==> config.mk <==
export PLATFORM = sky130hd
export DESIGN_NAME = dmem_port_arbiter
export DESIGN_NICKNAME = d
export VERILOG_FILES = /design/src/rtl/dmem_port_arbiter.sv
export SDC_FILE = /design/constraint.sdc
export NUM_CORES = 1
export LEC_CHECK = 0
export ABC_AREA = 1
export ABC_CLOCK_PERIOD_IN_PS = 1300
export BUFFER_PORTS_ARGS = -buffer_cell sky130_fd_sc_hd__buf_2
export CORE_AREA = 2 2 115 117
export CTS_BUF_LIST = sky130_fd_sc_hd__clkbuf_4 sky130_fd_sc_hd__clkbuf_8
export DETAILED_ROUTE_END_ITERATION = 6
export DIE_AREA = 0 0 117 119
export GPL_ROUTABILITY_DRIVEN = 1
export GPL_TIMING_DRIVEN = 0
export PLACE_DENSITY = 0.52
export SYNTH_ARGS = -nofsm -noshare
export SYNTH_HDL_FRONTEND = slang
export SYNTH_SLANG_ARGS = --single-unit
==> constraint.sdc <==
create_clock -name clk -period 1.3 [get_ports clk]
set_clock_uncertainty 0.1 [all_clocks]
set_input_delay 0.065 -clock clk [delete_from_list [all_inputs] [get_ports clk]]
set_output_delay 0.065 -clock clk [all_outputs]
set_load 0.02 [all_outputs]
==> src/rtl/dmem_port_arbiter.sv <==
`default_nettype none
// ============================================================================
// Module      : dmem_port_arbiter
// Description : Shares the single-port data memory between the pipeline MEM
//               stage (priority) and an external valid/ready master, with a
//               starvation counter that forces one external access.
// Revision    : 1.0
// ============================================================================
module dmem_port_arbiter #(
  parameter int ADDR_W     = 32,
  parameter int DATA_W     = 32,
  parameter int STARVE_MAX = 4,
  parameter int CNT_W      = 3
) (
  input  logic              clk,
  input  logic              reset,
  input  logic              cpu_rd,
  input  logic              cpu_wr,
  input  logic [ADDR_W-1:0] cpu_addr,
  input  logic [DATA_W-1:0] cpu_wdata,
  output logic [DATA_W-1:0] cpu_rdata,
  output logic              cpu_stall,
  input  logic              ext_valid,
  input  logic              ext_we,
  input  logic [ADDR_W-1:0] ext_addr,
  input  logic [DATA_W-1:0] ext_wdata,
  output logic              ext_ready,
  output logic              ext_rvalid,
  output logic [DATA_W-1:0] ext_rdata,
  output logic              mem_rd,
  output logic              mem_wr,
  output logic [ADDR_W-1:0] mem_addr,
  output logic [DATA_W-1:0] mem_wdata,
  input  logic [DATA_W-1:0] mem_rdata
);

  localparam logic [0:0] CPU_OWN   = 1'b0;
  localparam logic [0:0] EXT_FORCE = 1'b1;

  localparam logic [CNT_W-1:0] c_cnt_last = CNT_W'(STARVE_MAX - 1);
  localparam logic [CNT_W-1:0] c_cnt_sat  = {CNT_W{1'b1}};

  logic [0:0]        r_state;
  logic [CNT_W-1:0]  r_cnt;
  logic              r_ext_rvalid;
  logic [DATA_W-1:0] r_ext_rdata;

  logic w_cpu_req;
  logic w_grant_ext;
  logic w_cpu_stall;
  logic w_denied;
  logic w_ext_read;

  assign w_cpu_req  = cpu_rd | cpu_wr;
  assign w_denied   = ext_valid & ~w_grant_ext;
  assign w_ext_read = w_grant_ext & ~ext_we;

  // Stall only depends on state and request inputs, never on memory data.
  always_comb begin
    w_grant_ext = ext_valid & ~w_cpu_req;
    w_cpu_stall = 1'b0;
    if (r_state == EXT_FORCE) begin
      w_grant_ext = ext_valid;
      w_cpu_stall = w_cpu_req & ext_valid;
    end
  end

  always_ff @(posedge clk or posedge reset) begin
    if (reset) begin
      r_state <= CPU_OWN;
      r_cnt   <= '0;
    end else if (r_state == EXT_FORCE) begin
      r_state <= CPU_OWN;
      r_cnt   <= '0;
    end else if (w_denied) begin
      if (r_cnt == c_cnt_last) begin
        r_state <= EXT_FORCE;
        r_cnt   <= '0;
      end else if (r_cnt != c_cnt_sat) begin
        r_cnt <= r_cnt + CNT_W'(1);
      end
    end else begin
      r_cnt <= '0;
    end
  end

  always_ff @(posedge clk or posedge reset) begin
    if (reset) begin
      r_ext_rvalid <= 1'b0;
      r_ext_rdata  <= '0;
    end else begin
      r_ext_rvalid <= w_ext_read;
      if (w_ext_read) begin
        r_ext_rdata <= mem_rdata;
      end
    end
  end

  always_comb begin
    mem_addr  = cpu_addr;
    mem_wdata = cpu_wdata;
    mem_rd    = cpu_rd & ~w_cpu_stall;
    mem_wr    = cpu_wr & ~w_cpu_stall;
    if (w_grant_ext) begin
      mem_addr  = ext_addr;
      mem_wdata = ext_wdata;
      mem_rd    = ~ext_we;
      mem_wr    = ext_we;
    end
  end

  assign cpu_rdata  = mem_rdata;
  assign cpu_stall  = w_cpu_stall;
  assign ext_ready  = w_grant_ext;
  assign ext_rvalid = r_ext_rvalid;
  assign ext_rdata  = r_ext_rdata;

endmodule
`default_nettype wire

Word-level counts from Yosys, hierarchy flattened --
Cells that the tools add are included.
Storage, ports and cells: bits of input ports 166, logic and storage cells 32, output and inout bits 133, flip-flop bits (word level) 37
Cells by class: $add $sub $neg 1, muxes and demuxes 13, bitwise gates (word level) 11, equal/unequal tests 3
Operator list (number):
- 32-bit two-way mux | 2
- 3-bit two-way mux | 4
- 1-bit two-way mux | 7
- 1-bit bitwise AND | 6
- 4-bit by 2-bit != test with 1-bit output (second input constant) | 1
- 1-bit inverter | 4
- 3-bit by 1-bit adder with 3-bit output (second input constant) | 1
- 3-bit by 2-bit equality test with 1-bit output (second input constant) | 1
- 3-bit != test (second input constant) | 1
- 1-bit OR | 1

Longest topological paths before layout --
Gate-level depths: netlist of the first run.
depth after elaboration 8, gate-level depth with buffers 7, mapped depth without buffers 6

Worst setup path after synthesis of the first run --
No wires, ideal clock.
path type register to output, start point register r_state, end point output mem_addr[15], data required time 1.135 ns, data arrival time 1.112 ns, buffers on the path 1, slack 0.023 ns, stages on the path, launching flop included 6, path through dfrtp_1 nand2_1 nand2_2 buf_2 nand2_1 nand2_1
Between the ends: cells in the longest elaborated chain, start to end 2
Ends and longest elaborated chain:
- start: declaration | RTL line 43 | logic [0:0] r_state;
- start signal: assignment | RTL line 70 | r_state <= CPU_OWN;
- start signal: assignment | RTL line 73 | r_state <= CPU_OWN;
- start signal: assignment | RTL line 77 | r_state <= EXT_FORCE;
- 1-bit two-way mux | RTL line 62 | if (r_state == EXT_FORCE) begin
- net ext_ready | RTL line 27 | output logic ext_ready,
- 32-bit two-way mux | RTL line 104 | if (w_grant_ext) begin
- end: declaration | RTL line 32 | output logic [ADDR_W-1:0] mem_addr,
The timed path passes the listed nets, and every way through them passes these cells.

Worst setup path after layout of the first run --
start point register r_state, end point output mem_wdata[18]
Between the ends: cells in the longest elaborated chain, start to end 2
Ends and longest elaborated chain:
- 1-bit two-way mux | RTL line 62
- 32-bit two-way mux | RTL line 104
- end: declaration | RTL line 33 | output logic [DATA_W-1:0] mem_wdata,
No other way between the ends.

==> summary.md, run 1 <==
| Metric | Value |
|---|---|
| CP arrival | `1.48 ns` |
| Critical path peak fanout | `10` |
| Synth-to-Final Area Change | `132%` |
| Synth Area in Compound Gates | `0.00634` |
| Initial antenna violation count | `1` |
| Count leader, synth | `nand2_1` |
| Cell taking the most area after synthesis | `nand2_1` |
| Final-stage net count | `938` |
| Fill cells | `1330` |
| HP Class | `input port to register` |
| Overflow after GRT | `0` |
| Setup WS post-layout | `-0.344 ns` |
| Final Non-Filler Cells | `948` |
| Root Buffer Master | `clkbuf_8` |
| Worst-path cell chain | `o21ai_4, buf_12, buf_8, nand2_1, nand2_1, buf_4` |
| Initial core utilization | `0.199` |
| I/O pin count | `299` |
| Clock sinks | `37` |
| Run status | `finished, violations left` |
| Leakage | `3.42 nW` |
| Reg area | `927 sq um` |
| TritonRoute pass-1 iters | `4` |
| Vias per Instance | `4.06` |
| Die width | `117 microns` |
| Async set or reset register ratio after synthesis | `1.00` |
| Row Count | `42` |
| CTS tree | `yes` |
| Total die area | `13900 sq um` |
| Max-slew violations | `0` |
| Simple-gate area share of the yosys netlist | `0.479` |
| Pin count of the biggest net entering global routing | `38` |
| Required time worst endpoint | `1.13 ns` |
| CP max stage delay | `0.45 ns` |
| Max-Cap Viols | `0` |
| Routability congestion estimate | `0.855` |
| N_diodes | `0` |
| CP endpoint kind | `primary output` |
| WL final | `13900 microns` |
| Critical path's slowest cell | `dfrtp_2` |
| Seq/Total Area, Yosys | `0.361` |
| Final Cycle Share | `1.26` |
| FF+latch count, synth | `37` |
| Post-synthesis mux area share | `0` |
| Synth top area share | `0.389` |
| Max Freq | `608 MHz` |
| Clock-pin slew on the worst setup and hold paths | `0.07 ns` |
| CORE AREA | `12900 sq um` |
| Syn Nets | `575` |
| Top cells by area, synth | `nand2_1, dfrtp_1, buf_4` |
| DP Area | `4280 sq um` |
| Cells after Synth | `408` |
| CTS Buffer Depth | `2` |
| DRC | `0` |
| CP startpoint kind | `register` |
| Gr usage total | `0.190` |
| Num CTS Buffers | `5` |
| Vias | `3853` |
| Minimum clock period | `1.64 ns` |
| Most frequent cell on the critical path | `nand2_1` |
| Failing checks | `negative setup slack` |
| Wire length per cell | `14.7 microns` |
| Worst skew pair latency | `0.28 ns` |
| Placed Cells | `882` |
| Number of synthesized flops with an enable pin | `0` |
| Worst slew margin | `0.547` |
| Starting DRT DRC Count | `153` |
| Synth warn | `0` |
| Setup CP Type | `register to primary output` |
| Synth Flop Type | `dfrtp_1` |
| Post-synthesis adder-cell area fraction | `0.00488` |
| First-pass GRT wire length | `20400 microns` |
| Synth Area in XOR/XNOR | `0` |
| Final Hold Vio Count | `0` |
| Post-route ant nets | `0` |
| Top post-synthesis cells by count | `nand2_1, dfrtp_1, nand3_1, buf_4, buf_2` |
| RSZ-0062 raised after global routing | `yes` |
| Die Ht | `119 microns` |
| Final instance area | `5940 sq um` |
| Tightest Pin Transition | `0.679 ns` |
| Post-DP HPWL | `10400 microns` |
| Mapped Area | `2560 sq um` |
| Final setup viols | `100` |
| Pwr dens | `844 nW/um^2` |
| CTS H-tree depth | `2` |
| Yosys cell types | `16` |
| Syn Area/Cell | `6.28 sq um` |
| Layout cells sized above 1 | `0.635` |
| Number of global-route vias before repair | `3808` |
| Port Buffer Count | `298` |
| Reg2Reg Setup Slack | `-0.27 ns` |
| Area occupied by multi-input gates | `1660 sq um` |
| Largest family of logic cells by synthesized area | `simple AND/OR/NAND/NOR gates` |
| VDD IR max | `0.669 mV` |
-- cell usage in the layout (no fill, tap or decap), drive strengths merged --
master,Yosys,final
clkbuf,3,10
nand2,268,269
nor2,7,7
dlygate4sd3,0,33
clkinv,1,2
dfrtp,37,37
nand4,2,2
bufinv,0,1
o21ai,1,1
buf,51,373
nand3,33,33
inv,3,2
ha,1,1
and2,1,1
-- registers in the layout, indices dropped and copies added, names as in the netlist --
register / cells
ext_rvalid: 1
ext_rdata: 32
r_state: 1
r_cnt: 3
-- critical path: cells and delay by family (launching register included) --
| kind | cells | cell delay (ns) |
|---|---|---|
| AND/OR/NAND/NOR | 2 | 0.14 |
| AO/OA/AOI/OAI | 1 | 0.17 |
| buffers and inverters | 3 | 0.43 |
| flip-flops | 1 | 0.45 |
-- layer usage --
metal / global-route usage / routed length, microns / vias to the layer above
met4: 0.0515 / 282 / 2
met2: 0.347 / 6890 / 173
met1: 0.228 / 5760 / 1717
li1: - / - / 1945
met5: 0 / 13 / -
met3: 0.0305 / 999 / 16
-- cells by family after synthesis --
logic type                 after synthesis
buffers and inverters                   58
DFF                                     37
AOI/OAI and AO/OA                        1
adders and majority gates                1
and+or+nand+nor                        311
-- report_power, final --
group / switching (mW) / internal [mW] / total (mW)
Sequential: 0.164 / 1.36 / 1.52
Clock: 0.426 / 0.647 / 1.07
Combinational: 1.32 / 1.10 / 2.42
Total: 1.91 / 3.11 / 5.01
-- timing repair --
| item | in CTS | in global routing |
|---|---|---|
| gates cloned | 6 | 0 |
| resized for setup | 250 | 63 |
| hold endpoints to repair | 69 | 0 |
| endpoints found under the setup margin | 99 | 103 |
| hold buffers | 33 | 0 |
| setup buffers | 19 | 11 |
| pin swaps | 21 | 8 |
-- area by class of cell --
class	instances	share of cell area
timing repair buffer	358	0.425
multi-input combinational	314	0.279
sequential	37	0.156
buffer	51	0.0805
tap	176	0.0371
clock buffer	7	0.0152
clock inverter	1	0.00505
inverter	4	0.00274
-- per-stage QoR --
step / setup slack (ns) / util / hold slack (ns) / setup TNS, ns / power [mW]
after floorplan: 0.0226 / - / 0.110 / 0 / 2.51
after global placement: -0.357 / 0.332 / 0.215 / -36.72 / 3.36
after detailed placement: -0.351 / 0.332 / 0.194 / -22.98 / 3.37
after CTS: -0.346 / 0.447 / 0.103 / -26.24 / 4.98
after global routing: -0.430 / 0.461 / 0.115 / -32.91 / 5.30
final: -0.344 / 0.461 / 0.0974 / -25.27 / 5.01
-- path summary, 6_finish.rpt --
kind | endpoint | startpoint | cells past startpoint
max reg2reg | ext_rdata[3] | r_state | 10
max in group asynchronous | r_state | reset | 3
min in group asynchronous | ext_rdata[3] | reset | 3
min | r_state | ext_valid | 5
max | mem_wdata[18] | r_state | 6
min reg2reg | ext_rdata[14] | ext_rdata[14] | 2
(Power assumes the default switching activity.)
==> run 2, diff against run 1 <==
- CELL_PAD_IN_SITES_DETAIL_PLACEMENT: unset -> 1
- CELL_PAD_IN_SITES_GLOBAL_PLACEMENT: unset -> 2
- CORE_AREA: 2 2 115 117 -> unset
- CORE_UTILIZATION: unset -> 13
- DIE_AREA: 0 0 117 119 -> unset
- PLACE_DENSITY: 0.52 -> 0.75
==> run 2 against run 1 <==
Compared with the run above: the flow still finishes with violations (negative setup slack); clock-buffer cell count did not move; setup slack worse by 0.056 ns; non-clock buffer count fell by 3; clock power is essentially flat.
==> summary.md, run 2 (synthesis gave the netlist of run 1 again) <==
| Metric | Value |
|---|---|
| Run status | `finished, violations left` |
| Failing checks | `negative setup slack` |
| Final Hold Vio Count | `0 (unchanged)` |
| Fill cells | `2348 (+77%)` |
| Internal cell power | `3.10 mW (-0.33%)` |
| Minimum clock period | `1.70 ns (+0.0563 ns)` |
| Synth-to-Final Area Change | `139%` |
| Vias | `3896 (+1.1%)` |
| Clock sinks | `37 (unchanged)` |
| Final setup viols | `98 (-2.0%)` |
| Port Buffer Count | `298 (unchanged)` |
| Max-Cap Viols | `0 (unchanged)` |
| Required time worst endpoint | `1.13 ns (about the same)` |
| CTS Buffer Depth | `2 (unchanged)` |
| Tightest Pin Transition | `0.706 ns (+0.0268 ns)` |
| Post-route ant nets | `0 (unchanged)` |
| HP Class | `input port to register` |
| Worst path bufs/invs | `3 (unchanged)` |
| Final Cycle Share | `1.31 (+0.0433)` |
| Hold WS | `0.131 ns (+0.0332 ns)` |
| Max Freq | `588 MHz (-3.3%)` |
| Num CTS Buffers | `5 (unchanged)` |
| RSZ-0062 raised after global routing | `yes` |
| Post-DP HPWL | `11300 microns (+8.9%)` |
| Leakage | `3.53 nW (+3.4%)` |
| Commonest cells after routing, fill and taps aside | `buf_2, nand2_1, buf_6, buf_4, nand2_2` |
| Wire length per cell | `14.8 microns (+0.51%)` |
| Pwr dens | `819 nW/um^2 (-3.0%)` |
| DRC | `0 (unchanged)` |
| Critical path peak fanout | `7 (-3)` |
| Setup WS post-layout | `-0.401 ns (-0.0563 ns)` |
| Pin count of the biggest net entering global routing | `38 (unchanged)` |
| VDD IR max | `0.607 mV (-9.2%)` |
| Max-slew violations | `0 (unchanged)` |
| CORE AREA | `19000 sq um (+48%)` |
| Setup_tns | `-28.18 ns (-2.91 ns)` |
| CP endpoint kind | `primary output` |
| Most frequent cell on the critical path | `nand2_4` |
| Vias per Instance | `3.79 (-6.8%)` |
| CTS H-tree depth | `2 (unchanged)` |
| Worst skew pair latency | `0.29 ns (about the same)` |
| CP startpoint kind | `register` |
| CP arrival | `1.54 ns (+0.06 ns)` |
| Comb pwr share | `0.485 (+0.003)` |
| Root Buffer Master | `clkbuf_8` |
| TritonRoute pass-1 iters | `4 (unchanged)` |
| Routability congestion estimate | `0.731 (-14%)` |
| First-pass GRT wire length | `20600 microns (+0.99%)` |
| Total die area | `20300 sq um (+46%)` |
| Starting DRT DRC Count | `70 (-54%)` |
| Gr usage total | `0.132 (-0.0581)` |
| WL final | `15200 microns (+9.0%)` |
| Power share of the clock group | `0.219 (+0.005)` |
| Seq pwr share | `0.295 (-0.008)` |
| Switching power of the nets | `1.92 mW (+0.71%)` |
| Switching share of power | `0.383 (+0.00246)` |
| Final-stage net count | `934 (-0.43%)` |
| Overflow after GRT | `0 (unchanged)` |
| Number of global-route vias before repair | `3784 (-0.63%)` |
| Die Ht | `142 microns (+20%)` |
| Initial core utilization | `0.135 (-0.0643)` |
| CTS tree | `yes` |
| Commonest non-fill, non-tap cell in the layout | `buf_2` |
| Clock-pin slew on the worst setup and hold paths | `0.08 ns (about the same)` |
| Critical path's slowest cell | `dfrtp_2` |
| Die width | `142 microns (+22%)` |
| Worst slew margin | `0.529 (-0.0173)` |
| CP max stage delay | `0.45 ns (about the same)` |
| Row Count | `50 (+19%)` |
| Number of flip-flops in the largest register | `32 (unchanged)` |
| Layout cells sized above 1 | `0.622 (-0.0123)` |
| I/O pin count | `299 (unchanged)` |
| Setup CP Type | `register to primary output` |
| Top delay family on crit path | `buffers and inverters` |
| Worst-path cell chain | `nand2_4, nand2_8, buf_12, clkbuf_16, nand2_4, nand2_2, buf_6` |
| Initial antenna violation count | `1 (unchanged)` |
| N_diodes | `0 (unchanged)` |
## run 2: final cells by class
type                    instances  area (sq um)  share of cell area
repair buffers                352          2520               0.412
inverters                       4          15.0             0.00245
multi-input cells             313          1710               0.279
clock buffers                   7          90.1              0.0147
flip-flops and latches         37           927               0.151
well taps                     260           325              0.0531
clock inverters                 1          30.0             0.00490
plain buffers                  54           510              0.0833
## run 2: final timing paths
kind / start / endpoint / slack, ns / depth (start not counted)
worst max-delay path: r_state / mem_addr[5] / -0.40 / 7
worst min-delay path: ext_valid / r_state / 0.13 / 5
worst max register to register: r_state / ext_rdata[2] / -0.23 / 8
worst min register to register: ext_rdata[28] / ext_rdata[28] / 0.38 / 2
max in group asynchronous: reset / r_state / 0.64 / 4
min in group asynchronous: reset / ext_rdata[30] / 0.24 / 4
## run 2: timing repair
action                                  in CTS  in global routing
buffers inserted                             5                 10
pin swaps                                    8                 35
endpoints found under the hold margin       69                  0
endpoints found under the setup margin     101                103
hold buffers                                33                  0
cloned                                       0                  5
resized for setup                          147                154
## run 2: power groups by stage
stage / logic [mW] / clock network [mW] / registers [mW]
global route: 2.62 / 1.19 / 1.51
CTS: 2.21 / 1.16 / 1.47
finish: 2.43 / 1.10 / 1.48
global placement: 1.89 / 0 / 1.47
detailed placement: 1.90 / 0 / 1.49
floorplan: 0.773 / 0 / 1.74
## run 2: metal layers
| layer | vias to the layer above | wire (microns) | track usage |
|---|---|---|---|
| met5 | - | 9 | 0 |
| met4 | 2 | 90 | 0.0221 |
| met3 | 7 | 1300 | 0.0384 |
| met2 | 179 | 7890 | 0.247 |
| met1 | 1777 | 5910 | 0.149 |
| li1 | 1931 | - | - |
## run 2: worst min-delay path, stage by stage
cell and delay, ns:
buf_2 0.14, nand2_1 0.08, nor2_1 0.09, nand2_1 0.08, nor2_1 0.04
## run 2: per-stage QoR
stage / total power [mW] / instances / cell area, sq um / util / worst slack (ns)
4_1_cts: 4.83 / 1013 / 5370 / 0.282 / -0.400
5_1_grt: 5.32 / 1028 / 6130 / 0.322 / -0.453
3_3_place_gp: 3.36 / 966 / 4380 / 0.230 / -0.474
3_5_place_dp: 3.39 / 967 / 4400 / 0.231 / -0.489
2_1_floorplan: 2.51 / 408 / 2560 / - / 0.0226
6_report: 5.02 / 1028 / 6130 / 0.322 / -0.401
